File: src/rtl/cpu_mc.sv
// cpu_mc: multi-cycle core with req/ack instruction fetch and debug reads.
// Define CPU_MC_SHIFT_EN to build the sll/srl opcodes (9/10).
module cpu_mc #(
    parameter int DATA_W    = 8,
    parameter int REG_COUNT = 8
) (
    input  logic                         CLK,
    input  logic                         RESET,
    output logic [31:0]                  PC,
    output logic                         IMEM_REQ,
    input  logic                         IMEM_ACK,
    input  logic [31:0]                  INSTRUCTION,
    output logic                         RETIRE,
    output logic                         HALTED,
    output logic                         ILLEGAL,
    input  logic [$clog2(REG_COUNT)-1:0] DBG_ADDR,
    output logic [DATA_W-1:0]            DBG_DATA
);
    localparam int RI = $clog2(REG_COUNT);
`ifdef CPU_MC_SHIFT_EN
    localparam int SW = $clog2(DATA_W);
`endif

    typedef enum logic [2:0] {IDLE, FETCH, EXEC, WB, HALT} state_t;

    state_t            state_q, state_d;
    logic [31:0]       pc_q, pc_d;
    logic [31:0]       ir_q, ir_d;
    logic [DATA_W-1:0] res_q, res_d;
    logic              take_q, take_d;
    logic              req_q, req_d;
    logic              retire_q, retire_d;
    logic              halted_q, halted_d;
    logic              illegal_q, illegal_d;
    logic [DATA_W-1:0] regs_q [REG_COUNT];
    logic [DATA_W-1:0] regs_d [REG_COUNT];

    logic [7:0]        op, imm;
    logic [RI-1:0]     rd, rs1, rs2;
    logic [DATA_W-1:0] a, b, alu;
    logic              legal, wr_en;
    logic [31:0]       seq_pc, br_pc;
    logic              unused_ok;

    assign op     = ir_q[31:24];
    assign imm    = ir_q[7:0];
    assign rd     = ir_q[16 +: RI];
    assign rs1    = ir_q[8 +: RI];
    assign rs2    = ir_q[0 +: RI];
    assign a      = regs_q[rs1];
    assign b      = regs_q[rs2];
    assign seq_pc = pc_q + 32'd4;
    assign br_pc  = seq_pc + (32'($signed(ir_q[23:16])) << 2);
    // Only the low RI bits of the source-1 field select a register.
    assign unused_ok = ^ir_q[15:8];

    always_comb begin
        alu   = '0;
        legal = 1'b1;
        wr_en = 1'b0;
        case (op)
            8'd0: begin alu = DATA_W'($signed(imm)); wr_en = 1'b1; end
            8'd1: begin alu = b;                     wr_en = 1'b1; end
            8'd2: begin alu = a + b;                 wr_en = 1'b1; end
            8'd3: begin alu = a + (~b + DATA_W'(1)); wr_en = 1'b1; end
            8'd4: begin alu = a & b;                 wr_en = 1'b1; end
            8'd5: begin alu = a | b;                 wr_en = 1'b1; end
`ifdef CPU_MC_SHIFT_EN
            8'd9:  begin alu = a << imm[SW-1:0]; wr_en = 1'b1; end
            8'd10: begin alu = a >> imm[SW-1:0]; wr_en = 1'b1; end
`endif
            8'd6, 8'd7, 8'd8, 8'hFF: ;
            default: legal = 1'b0;
        endcase
    end

    always_comb begin
        state_d   = state_q;
        pc_d      = pc_q;
        ir_d      = ir_q;
        res_d     = res_q;
        take_d    = take_q;
        req_d     = 1'b0;
        retire_d  = 1'b0;
        halted_d  = halted_q;
        illegal_d = illegal_q;
        regs_d    = regs_q;
        unique case (state_q)
            IDLE: begin
                state_d = FETCH;
                req_d   = 1'b1;
            end
            FETCH: begin
                req_d = 1'b1;
                if (IMEM_ACK) begin
                    ir_d    = INSTRUCTION;
                    state_d = EXEC;
                    req_d   = 1'b0;
                end
            end
            EXEC: begin
                res_d    = alu;
                take_d   = (op == 8'd6) ||
                           (op == 8'd7 && a == b) ||
                           (op == 8'd8 && a != b);
                state_d  = WB;
                retire_d = 1'b1;
            end
            WB: begin
                if (op == 8'hFF) begin
                    state_d  = HALT;
                    halted_d = 1'b1;
                end else begin
                    if (wr_en) regs_d[rd] = res_q;
                    pc_d      = take_q ? br_pc : seq_pc;
                    illegal_d = illegal_q | ~legal;
                    state_d   = FETCH;
                    req_d     = 1'b1;
                end
            end
            HALT: ;
            default: state_d = IDLE;
        endcase
    end

    always_ff @(posedge CLK) begin
        if (!RESET) begin
            state_q   <= IDLE;
            pc_q      <= '0;
            ir_q      <= '0;
            res_q     <= '0;
            take_q    <= 1'b0;
            req_q     <= 1'b0;
            retire_q  <= 1'b0;
            halted_q  <= 1'b0;
            illegal_q <= 1'b0;
            for (int i = 0; i < REG_COUNT; i++) regs_q[i] <= '0;
        end else begin
            state_q   <= state_d;
            pc_q      <= pc_d;
            ir_q      <= ir_d;
            res_q     <= res_d;
            take_q    <= take_d;
            req_q     <= req_d;
            retire_q  <= retire_d;
            halted_q  <= halted_d;
            illegal_q <= illegal_d;
            regs_q    <= regs_d;
        end
    end

    assign PC       = pc_q;
    assign IMEM_REQ = req_q;
    assign RETIRE   = retire_q;
    assign HALTED   = halted_q;
    assign ILLEGAL  = illegal_q;
    assign DBG_DATA = regs_q[DBG_ADDR];

endmodule

File: config.mk
export PLATFORM = sky130hd
export DESIGN_NAME = cpu_mc
export DESIGN_NICKNAME = d
export VERILOG_FILES = /design/src/rtl/cpu_mc.sv
export SDC_FILE = /design/constraint.sdc
export NUM_CORES = 1
export LEC_CHECK = 0
export CAP_MARGIN = 20
export CELL_PAD_IN_SITES_DETAIL_PLACEMENT = 0
export CELL_PAD_IN_SITES_GLOBAL_PLACEMENT = 1
export CORE_MARGIN = 3
export CORE_UTILIZATION = 49
export DETAILED_ROUTE_END_ITERATION = 8
export PLACE_DENSITY_LB_ADDON = 0.1
export SLEW_MARGIN = 40
export SYNTH_ARGS = -nofsm -noshare
export SYNTH_HDL_FRONTEND = slang
export SYNTH_SLANG_ARGS = --single-unit
File: constraint.sdc
create_clock -name CLK -period 6.75 [get_ports CLK]
set_clock_uncertainty 0.15 [all_clocks]
set_input_delay 1.35 -clock CLK [delete_from_list [all_inputs] [get_ports CLK]]
set_output_delay 1.35 -clock CLK [all_outputs]
set_load 0.02 [all_outputs]
**After elaboration in Yosys (flattened, before gate mapping)**

Index checks and enable logic that the tools add are counted.

- $add $sub $neg: 5
- Magnitude comparators: 5
- Equal/unequal tests: 16
- Muxes and demuxes: 23
- Bitwise operators: 11
- Reduce and logical (&&, ||, !) cells: 14

Operators by type and width:

| operator | count |
|---|---|
| $bmux 8 s3 | 3 |
| $bwmux 64 | 1 |
| $mux 8 | 7 |
| $pmux 8 s6 | 1 |
| $add 32x3->32 const B | 1 |
| $add 32x32->32 | 1 |
| $eq 8x3->1 const B | 4 |
| $mux 32 | 1 |
| $demux 8 s3 | 1 |
| $add 8x8->8 | 2 |
| $eq 8x2->1 const B | 2 |
| $ge 4x4->1 const B | 4 |
| $not 3->4 | 4 |
| $pmux 3 s5 | 1 |
| $reduce_or 10->1 | 1 |
| $add 8x1->8 const B | 1 |
| $and 8x8->8 | 1 |
| $eq 8x1->1 const B | 1 |
| $eq 8x4->1 const B | 1 |
| $eq 8x8->1 | 1 |
| $eq 8x8->1 const B | 1 |
| $logic_not 8->1 | 1 |
| $ne 8x8->1 | 1 |
| $not 8->8 | 1 |
| other kinds (17) | 31 |

- Register bits after elaboration: 144
- Bits of input ports: 38
- Output and inout port bits: 44
- Word-level logic and storage cells: 91

**Depth between registers and ports, before layout**

- Depth after elaboration: 8
- Depth in mapped cells: 17

**Worst setup path before layout**

OpenSTA, ideal clock, no wires.

- Kind: in2out
- Start point: input port DBG_ADDR[0]
- End point: output port DBG_DATA[0]
- Arrival: 3152 ps
- Path slack: 2098 ps
- Cell stages on the path: 4
- Buffers on the path: 2
- Cells stage by stage: clkbuf_1 > buf_1 > mux4_2 > mux2_2

- Cells in the longest elaborated chain, start to end: 4

Ends and longest elaborated chain:

| what | RTL line | source |
|---|---|---|
| start: declaration | 16 | `input logic [$clog2(REG_COUNT)-1:0] DBG_ADDR,` |
| $not 3->4 (not written as such) | 157 | `assign DBG_DATA = regs_q[DBG_ADDR];` |
| $bmux 8 s3 | 157 |  |
| $mux 8 (not written as such) (2 in series) | 157 |  |
| end: declaration | 17 | `output logic [DATA_W-1:0] DBG_DATA` |

Every way passes these cells. The select of a mux whose other input is x is not followed.

**Final worst setup path**

- Start point: input port DBG_ADDR[0]
- End point: output port DBG_DATA[3]

Same word-level chain as after synthesis.

==> results.toml <==
[outcome]
outcome = "finished clean"

[final_layout]
finalInstanceArea_um2 = 11500
final_core_util = 0.579
syn2layout_area_growth_pct = 14.4
diodes = 0
drive_gt1_frac = 0.111
layout.nets = 1281

[logic_synthesis]
synthArstFlopShare = 0
synth_seq_cells = 137
yosysWarnings = 0
syn_area_um2 = 10000
synth_cell_types = 72
ys.flop_type = "dfxtp_1"
avgSynthCellArea_um2 = 8.68
syn_inst = 1154
ys_seq_area_frac = 0.274
synth_edf_count = 0

[global_routing]
grt_remaining_overflow = 0
grtUsageTotal = 0.253
grt_pass1_vias = 8094
antenna_found_initial = 0
grt_pass1_wl_um = 44500
grt_max_degree = 76

[setup_path]
critPathCaptureType = "primary output"
rrSetupSlack_ns = 2.24
path_class = "in -> out"
cp.required_ns = 5.25
start_kind = "input port"
arrival_ns = 3.55
rr_endpoint = "res_q[7]$_SDFFE_PN0P_"
worstRegToRegCells = 13
crit_path_max_fanout = 16
timing.rr.start = "ir_q[0]$_SDFFE_PN0P_"

[place]
portBuffers = 74
placed_area_um2 = 10900
gp_congestion = 0.857
dp_hpwl_um = 19500

[timing]
rsz0062_at_grt = "no"
slew_violations = 0
period_needed_ns = 5.05
relSlewSlack = 0.453
fin_tns_setup_ns = 0
worst_pin_slew_ns = 0.821
finalSetupViolCount = 0
period_share = 0.748
fmax_ghz = 0.198
hold_violations = 0

[clock_tree]
clock_sinks = 137
cts_buffers = 17
cts-root-buf = "clkbuf_16"
cts_tree = "yes"
cts_hold_buffers = 0
htree_num_levels = 4
cts-resized-gates = 0
cts_setup_buffers = 0
clkTransAtPathRegs_ns = 0.06
clk_path_buf_depth = 2
insertion_delay_ns = 0.43

[die]
start_util = 0.507
coreArea_um2 = 19800
die_height_um = 149
die_area_um2 = 22200
die_w_um = 149
rows = 51
ios = 82

[detailed_routing]
wl_per_cell_um = 19.0
drt_iter0_drc = 626
drc = 0
ant_nets = 0
wl_um = 27700
firstDrtPassIters = 5
avgViaCountPerCell = 5.88
vias = 8566

[worst_hold_path]
holdPathStages = 2
hold_path_class = "reg -> reg"
whs_endpoint = "ir_q[7]$_SDFFE_PN0P_"
hp-start = "ir_q[7]$_SDFFE_PN0P_"

[pwr]
finalPower_uw = 2030
p_leak_uw = 0.00459
p_per_area_nw_per_um2 = 177
worst_ir_drop_vdd_mv = 0.188

[run]
drv_cap = 0
## cell usage in the layout (no fill, tap or decap), drive strengths merged, types with 15 or more instances in the layout
cell	Yosys	layout
inv	45	52
clkdlybuf4s50	0	73
a211oi	17	17
nor3	17	17
xor2	18	18
a21oi	103	103
nor2	123	123
nand2	126	126
mux4	50	50
mux2i	93	93
o21ai	47	47
ha	60	60
nand3	28	28
clkbuf	62	19
a21o	19	19
buf	20	15
dfxtp	137	137
xnor2	36	36
## report_power, final
group          leakage (µW)  total (µW)  internal, µW  switching [µW]
logic               0.00320         234          98.6             135
clock network      0.000280         933           526             407
registers           0.00111         861           826            34.9
## flip-flops by register name, indices dropped and copies added (netlist names), 3 cells and up
name,cells
PC,30
regs_q,64
res_q,8
state_q,3
ir_q,27
## critical path: stages
cell	delay, ns
clkdlybuf4s50_1	0.46
buf_4	0.32
mux4_2	0.55
mux2_2	0.32
clkdlybuf4s50_1	0.55
## synth_stat cells (3+ instances only)
master      n  area (µm²)
buf_4       3        22.5
o211ai_1   10        75.1
a21oi_1   102         510
nand2b_1    7        43.8
and3_1      5        31.3
or3_1       8        50.1
fa_1        3        60.1
o21ai_0    44         220
ha_1       60         751
o21a_1      6        45.0
nor3_1     15        75.1
buf_1      10        37.5
and2_1      4        25.0
nand3_1    27         135
nor2_1    122         458
nor3b_1     4        30.0
xor2_1     18         158
nor2b_1     5        31.3
clkbuf_1   62         233
a21boi_0    3        22.5
nand2_1   126         473
a211oi_1   16         120
dfxtp_1   137        2740
nand4_1    12        75.1
inv_1      45         169
a21o_1     18         135
a31oi_1     4        25.0
mux4_2     50        1130
mux2i_1    93         931
and4_1      4        35.0
o221ai_1    5        43.8
a221oi_1    9        78.8
mux2_2     10         113
xnor2_1    36         315
o21bai_1   12        90.1
buf_2       7        35.0
a221o_1     3        30.0
nor4_1      5        31.3
## stage by stage
stage          hold slack, ns  setup slack (ns)  cells
2_1_floorplan           0.283              2.10   1155
3_3_place_gp            0.298              1.57   1426
3_5_place_dp            0.304              1.57   1426
4_1_cts                 0.317              1.56   1458
5_1_grt                 0.328              1.59   1458
6_report                0.315              1.70   1458
## cells by family (layout without fill, tap and decap cells)
logic type,Yosys count,in the layout,share of synthesized area
fa+ha+maj,63,63,0.0809
compound gates,260,260,0.166
flops,137,137,0.274
simple gates,359,359,0.165
xor+xnor,54,54,0.0472
buf+inv,127,165,0.0496
mux,153,153,0.217
other cells,1,2,0.000374
## worst max-delay path by stage
| stage | startpoint | end | slack [ns] | cells after the start |
|---|---|---|---|---|
| 4_1_cts | DBG_ADDR[1] | DBG_DATA[7] | 1.56 | 4 |
| 5_1_grt | DBG_ADDR[0] | DBG_DATA[3] | 1.59 | 5 |
| 3_3_place_gp | DBG_ADDR[1] | DBG_DATA[3] | 1.57 | 4 |
| 6_report | DBG_ADDR[0] | DBG_DATA[3] | 1.70 | 5 |
| 2_1_floorplan | DBG_ADDR[0] | DBG_DATA[0] | 2.10 | 4 |
| 3_5_place_dp | DBG_ADDR[1] | DBG_DATA[7] | 1.57 | 4 |
## per-layer routing
layer | vias up | track usage | wire length [µm]
met1 | 4074 | 0.382 | 13600
met3 | 30 | 0.0398 | 1720
met2 | 251 | 0.381 | 12000
met5 | - | 0 | 0
met4 | 0 | 0.0613 | 364
li1 | 4211 | - | -
## cell type report
cell class / instances / area (µm²)
fillers: 1826 / 8320
multi-input cells: 891 / 6800
flip-flops and latches: 137 / 2740
repair buffers: 88 / 841
clock buffers: 19 / 443
well taps: 265 / 332
inverters: 45 / 171
clock inverters: 13 / 130
Power figures use the tool's default switching activity.
